**src/rtl/keypad_scanner.sv**
```systemverilog
// 4x4 keypad scanner: strobes one column at a time, debounces a single key
// press/release and presents the accepted key as registered one-hot row/column.
module keypad_scanner #(
    parameter int SCAN_DIV = 1000,
    parameter int DEBOUNCE = 4
) (
    input  logic       clk,
    input  logic       rst,
    input  logic [3:0] row_in,
    output logic [3:0] col_drv,
    output logic       R1,
    output logic       R2,
    output logic       R3,
    output logic       R4,
    output logic       C1,
    output logic       C2,
    output logic       C3,
    output logic       C4,
    output logic       key_valid
);

    localparam int DW = (SCAN_DIV > 1) ? $clog2(SCAN_DIV) : 1;
    localparam int CW = $clog2(DEBOUNCE + 1);
    localparam logic [DW-1:0] DWELL_MAX = DW'(SCAN_DIV - 1);
    localparam logic [CW-1:0] DEB_MAX   = CW'(DEBOUNCE);
    localparam logic [CW-1:0] CNT_ONE   = CW'(1);

    typedef enum logic [1:0] {
        ST_SCAN,
        ST_DEBOUNCE,
        ST_PRESSED
    } state_t;

    state_t        state_q,    state_d;
    logic [3:0]    row_meta_q, row_meta_d;
    logic [3:0]    row_sync_q, row_sync_d;
    logic [DW-1:0] dwell_q,    dwell_d;
    logic [1:0]    col_idx_q,  col_idx_d;
    logic [3:0]    cand_row_q, cand_row_d;
    logic [CW-1:0] stable_q,   stable_d;
    logic [CW-1:0] release_q,  release_d;
    logic [3:0]    row_out_q,  row_out_d;
    logic [3:0]    col_out_q,  col_out_d;
    logic          key_valid_q, key_valid_d;

    logic          sample;
    logic          row_one_hot;
    logic [3:0]    col_one_hot;
    logic [CW-1:0] stable_inc;
    logic [CW-1:0] release_inc;

    assign sample      = (dwell_q == DWELL_MAX);
    assign row_one_hot = (row_sync_q != 4'd0) && ((row_sync_q & (row_sync_q - 4'd1)) == 4'd0);
    assign col_one_hot = 4'b0001 << col_idx_q;
    assign stable_inc  = stable_q + CNT_ONE;
    assign release_inc = release_q + CNT_ONE;

    always_comb begin
        state_d     = state_q;
        row_meta_d  = row_in;
        row_sync_d  = row_meta_q;
        dwell_d     = sample ? '0 : dwell_q + DW'(1);
        col_idx_d   = col_idx_q;
        cand_row_d  = cand_row_q;
        stable_d    = stable_q;
        release_d   = release_q;
        row_out_d   = row_out_q;
        col_out_d   = col_out_q;
        key_valid_d = 1'b0;

        // Everything below only reacts on the sample cycle at the end of a dwell.
        if (sample) begin
            case (state_q)
                ST_SCAN: begin
                    if (row_one_hot) begin
                        cand_row_d = row_sync_q;
                        stable_d   = CNT_ONE;
                        if (DEB_MAX == CNT_ONE) begin
                            state_d     = ST_PRESSED;
                            row_out_d   = row_sync_q;
                            col_out_d   = col_one_hot;
                            key_valid_d = 1'b1;
                            release_d   = '0;
                        end else begin
                            state_d = ST_DEBOUNCE;
                        end
                    end else begin
                        col_idx_d = col_idx_q + 2'd1;
                    end
                end

                ST_DEBOUNCE: begin
                    if (row_sync_q == cand_row_q) begin
                        stable_d = stable_inc;
                        if (stable_inc == DEB_MAX) begin
                            state_d     = ST_PRESSED;
                            row_out_d   = cand_row_q;
                            col_out_d   = col_one_hot;
                            key_valid_d = 1'b1;
                            release_d   = '0;
                        end
                    end else begin
                        state_d   = ST_SCAN;
                        col_idx_d = col_idx_q + 2'd1;
                        stable_d  = '0;
                    end
                end

                ST_PRESSED: begin
                    // Extra or different keys only reset the release count.
                    if (row_sync_q == 4'd0) begin
                        if (release_inc == DEB_MAX) begin
                            state_d   = ST_SCAN;
                            col_idx_d = col_idx_q + 2'd1;
                            row_out_d = 4'd0;
                            col_out_d = 4'd0;
                            release_d = '0;
                            stable_d  = '0;
                        end else begin
                            release_d = release_inc;
                        end
                    end else begin
                        release_d = '0;
                    end
                end

                default: begin
                    state_d = ST_SCAN;
                end
            endcase
        end
    end

    always_ff @(posedge clk) begin
        if (rst) begin
            state_q     <= ST_SCAN;
            row_meta_q  <= 4'd0;
            row_sync_q  <= 4'd0;
            dwell_q     <= '0;
            col_idx_q   <= 2'd0;
            cand_row_q  <= 4'd0;
            stable_q    <= '0;
            release_q   <= '0;
            row_out_q   <= 4'd0;
            col_out_q   <= 4'd0;
            key_valid_q <= 1'b0;
        end else begin
            state_q     <= state_d;
            row_meta_q  <= row_meta_d;
            row_sync_q  <= row_sync_d;
            dwell_q     <= dwell_d;
            col_idx_q   <= col_idx_d;
            cand_row_q  <= cand_row_d;
            stable_q    <= stable_d;
            release_q   <= release_d;
            row_out_q   <= row_out_d;
            col_out_q   <= col_out_d;
            key_valid_q <= key_valid_d;
        end
    end

    assign col_drv   = col_one_hot;
    assign R1        = row_out_q[0];
    assign R2        = row_out_q[1];
    assign R3        = row_out_q[2];
    assign R4        = row_out_q[3];
    assign C1        = col_out_q[0];
    assign C2        = col_out_q[1];
    assign C3        = col_out_q[2];
    assign C4        = col_out_q[3];
    assign key_valid = key_valid_q;

endmodule

```
**config.mk**
```make
export PLATFORM = sky130hd
export DESIGN_NAME = keypad_scanner
export DESIGN_NICKNAME = d
export VERILOG_FILES = /design/src/rtl/keypad_scanner.sv
export SDC_FILE = /design/constraint.sdc
export NUM_CORES = 1
export LEC_CHECK = 0
export ABC_AREA = 1
export BUFFER_PORTS_ARGS = -buffer_cell sky130_fd_sc_hd__buf_2
export CAP_MARGIN = 20
export CORE_ASPECT_RATIO = 0.8
export CORE_MARGIN = 2
export CORE_UTILIZATION = 35
export CTS_BUF_LIST = sky130_fd_sc_hd__clkbuf_16
export DETAILED_ROUTE_END_ITERATION = 10
export PLACE_DENSITY_LB_ADDON = 0.05
export SYNTH_ARGS = -nofsm -noshare
export SYNTH_HDL_FRONTEND = slang
export SYNTH_SLANG_ARGS = --single-unit
export TNS_END_PERCENT = 5
```
**constraint.sdc**
```tcl
create_clock -name clk -period 1.4 [get_ports clk]
set_input_delay 0.21 -clock clk [delete_from_list [all_inputs] [get_ports clk]]
set_output_delay 0.21 -clock clk [all_outputs]
set_load 0.03 [all_outputs]
```
==> metrics.txt <==
dominant synthesized flop cell dfxtp_1; number of synthesized flops with an enable pin 0; initial core utilization 0.367; Worst Setup Slack, final -59.4 ps; worst hold path class primary input to register; FF-to-FF Start dwell_q[1]$_SDFF_PP0_; ANT nets after route 0; share of layout cells above drive strength 1 0.361; die area 6920 um^2; drt pass-1 iters 4; post-layout util 0.511; Nets 403; adder-cell area share of the yosys netlist 0.0742; core area 5970 um^2; PwrDens 855 nW/um^2; count leader, synth nand2_1; Synth async-reset ratio 0; CP Capture Type register; delay-heaviest family, CP simple AND/OR/NAND/NOR gates; cell mode on critical path nor2_4; max incr delay on CP 350 ps; status complete, but fails checks; Max stage delay cell, worst path dfxtp_2; Hold Path Sink row_meta_q[1]$_SDFF_PP0_; Die Wd 92.5 um; H-Tree Level Count 2; # setup viols final 23; mapped cell area 2190 um^2; Net Count, Synth 337; failing checks setup timing; port buffer count 18; element type at the critical path start register; Routed WL per cell 10.4 um; Synth Area in Simple Gates 0.369; CP bufs+invs 1; GR Util All Layers 0.151; WP data arrival 1640 ps; first-pass GRT wire length 8130 um; area share of the largest cell type after synthesis 0.374; Residual DRC 0; top cells by area, synth dfxtp_1 37%, nand2_1 11%, inv_1 9.4%; Worst Path Required 1580 ps; commonest cells in the netlist 64 x nand2_1, 55 x inv_1, 55 x nor2_1; antenna violations before repair 0; Syn-to-layout area delta 39.3%; Synth Area in XOR/XNOR 0; max-slew violation count 0; r2r setup slk -60 ps; R2R Path End row_out_q[1]$_SDFFE_PP0P_; GP Congestion 0.818; Iteration-0 DRC Markers 66; CTS Buffer Depth 2; Unique masters post-synth 26; Congestion Overflow GR 0; wirelength, routed 4840 um; worst min-delay path startpoint row_in[1]; pre-CTS setup slack -165 ps; CTS Hold Bufs 0; DP Wirelength 3670 um; Clock Latency Late Sink 280 ps; clock slew at reported path FFs 60 ps; Leak 1.43 nW; FF-to-FF path depth 9; routed wire length on met3 161 um; hold path cells 3; met2 wire len 1950 um; Ports 19; Site Rows 25; vias in the first global route 1713; MaxCap Viol Count 0; FF+latch count, synth 41; Root Driver clkbuf_16; post-synthesis mux area share 0; CTS tree yes; CP max FO 5; Ant. Diodes 0; Synth Instances 318; endpoints failing hold 0; largest area contributor in the netlist dfxtp_1; Ys Warns 0; FILL cells 605; Max VDD drop 515 uV; post-synthesis compound-gate area fraction 0.0634; met1 wire length 2720 um; Num CTS Buffers 5; crit path cell chain ha_4, nand2_4, nor2_4, nand3_4, nor2_4, buf_6, nand4_1, nand2_1, nor2_2; Sinks on Clock Net 41; Slew @ Worst Pin 260 ps; largest family of logic cells by synthesized area simple AND/OR/NAND/NOR gates; Slew headroom 0.826; Final Skew 4.20 ps; register area share after synthesis 0.374; highest metal used met4; vias 1999; unrepaired setup endpoints after global routing yes; CP Class register to register; Tmin final 1460 ps; Vias/cell 4.29; syn avg cell area 6.89 um^2; die height 74.8 um; FMAX 685 MHz; largest net degree at the start of global routing 16; period utilization 1.04
## cell type report
cell class	instances	area (um^2)	share of cell area
clock buffers	5	125	0.0410
clock inverters	3	37.5	0.0123
inverters	62	235	0.0770
multi-input cells	211	1280	0.419
flip-flops and latches	41	842	0.276
well taps	81	101	0.0332
repair buffers	63	432	0.141
## flip-flops by register name (all words and copies together), names as in the netlist, 2 cells and up
| signal | cells |
|---|---|
| cand_row_q | 4 |
| col_idx_q | 2 |
| col_out_q | 4 |
| dwell_q | 10 |
| release_q | 3 |
| row_meta_q | 4 |
| row_out_q | 4 |
| row_sync_q | 4 |
| stable_q | 3 |
| state_q | 2 |
## worst reg2reg max path, cell delays in order (launching register included)
cell and delay [ps]:
dfxtp_2 350, ha_4 150, nand2_4 50, nor2_4 120
nand3_4 100, nor2_4 260, buf_6 150, nand4_1 80
nand2_1 80, nor2_2 30
## stage by stage
step                      hold slack [ps]  std cells  TNS [ps]  power [mW]  cell area, um^2
after CTS                             124        465      -750        2.65             2990
after detailed placement              393        455     -1340        1.36             2730
after global placement                392        455      -897        1.36             2730
final                                 127        466      -753        2.61             3050
after floorplan                       317        318         0        1.31             2250
after global routing                  135        466     -3580        2.73             3050
## power breakdown
part	switching [mW]	leakage (nW)	internal, mW
Sequential	0.0134	0.339	1.18
Clock	0.442	0.0826	0.828
Combinational	0.0834	1.01	0.0619
## timing repair
item | CTS | global route
pin swaps | 10 | 4
gates cloned | 1 | 0
endpoints found under the setup margin | 19 | 35
resized for setup | 23 | 16
setup buffers | 1 | 1
## kinds of logic (layout without fill, tap and decap cells)
group / after synthesis / in the layout
AND/OR/NAND/NOR: 170 / 171
AO/OA/AOI/OAI: 27 / 27
buffers and inverters: 67 / 133
adder cells (fa/ha/maj): 13 / 13
flip-flops: 41 / 41
## how the worst max path moves through the flow
stage                         startpoint                   endpoint  slack (ps)  depth (start not counted)
6_report           dwell_q[1]$_SDFF_PP0_  row_out_q[1]$_SDFFE_PP0P_         -60                          9
5_1_grt            dwell_q[1]$_SDFF_PP0_  col_out_q[2]$_SDFFE_PP0P_        -160                          9
4_1_cts            dwell_q[1]$_SDFF_PP0_  col_out_q[0]$_SDFFE_PP0P_         -70                          9
3_5_place_dp   release_q[0]$_SDFFE_PP0P_    state_q[0]$_SDFFE_PP0P_        -160                         11
3_3_place_gp   release_q[0]$_SDFFE_PP0P_    state_q[0]$_SDFFE_PP0P_        -110                         11
2_1_floorplan    state_q[0]$_SDFFE_PP0P_  col_out_q[0]$_SDFFE_PP0P_         0.6                         10
## metal layers
layer	global-route usage	up-vias
met1	0.225	861
met4	0.0299	0
li1	-	1115
met3	0.0370	2
met5	0	-
met2	0.221	21
## cells in the final DEF, fill, tap and decap left out, drive strengths merged, types with 2 or more instances in the layout
cell type and count:
nand3 15, buf 63, nor3b 2, nor4 2, o21ai 10, nand4 7, dfxtp 41, inv 63
nand2 74, nor3 8, nor2 63, a21oi 15, ha 13, clkbuf 5
Power figures use the tool's default switching activity.
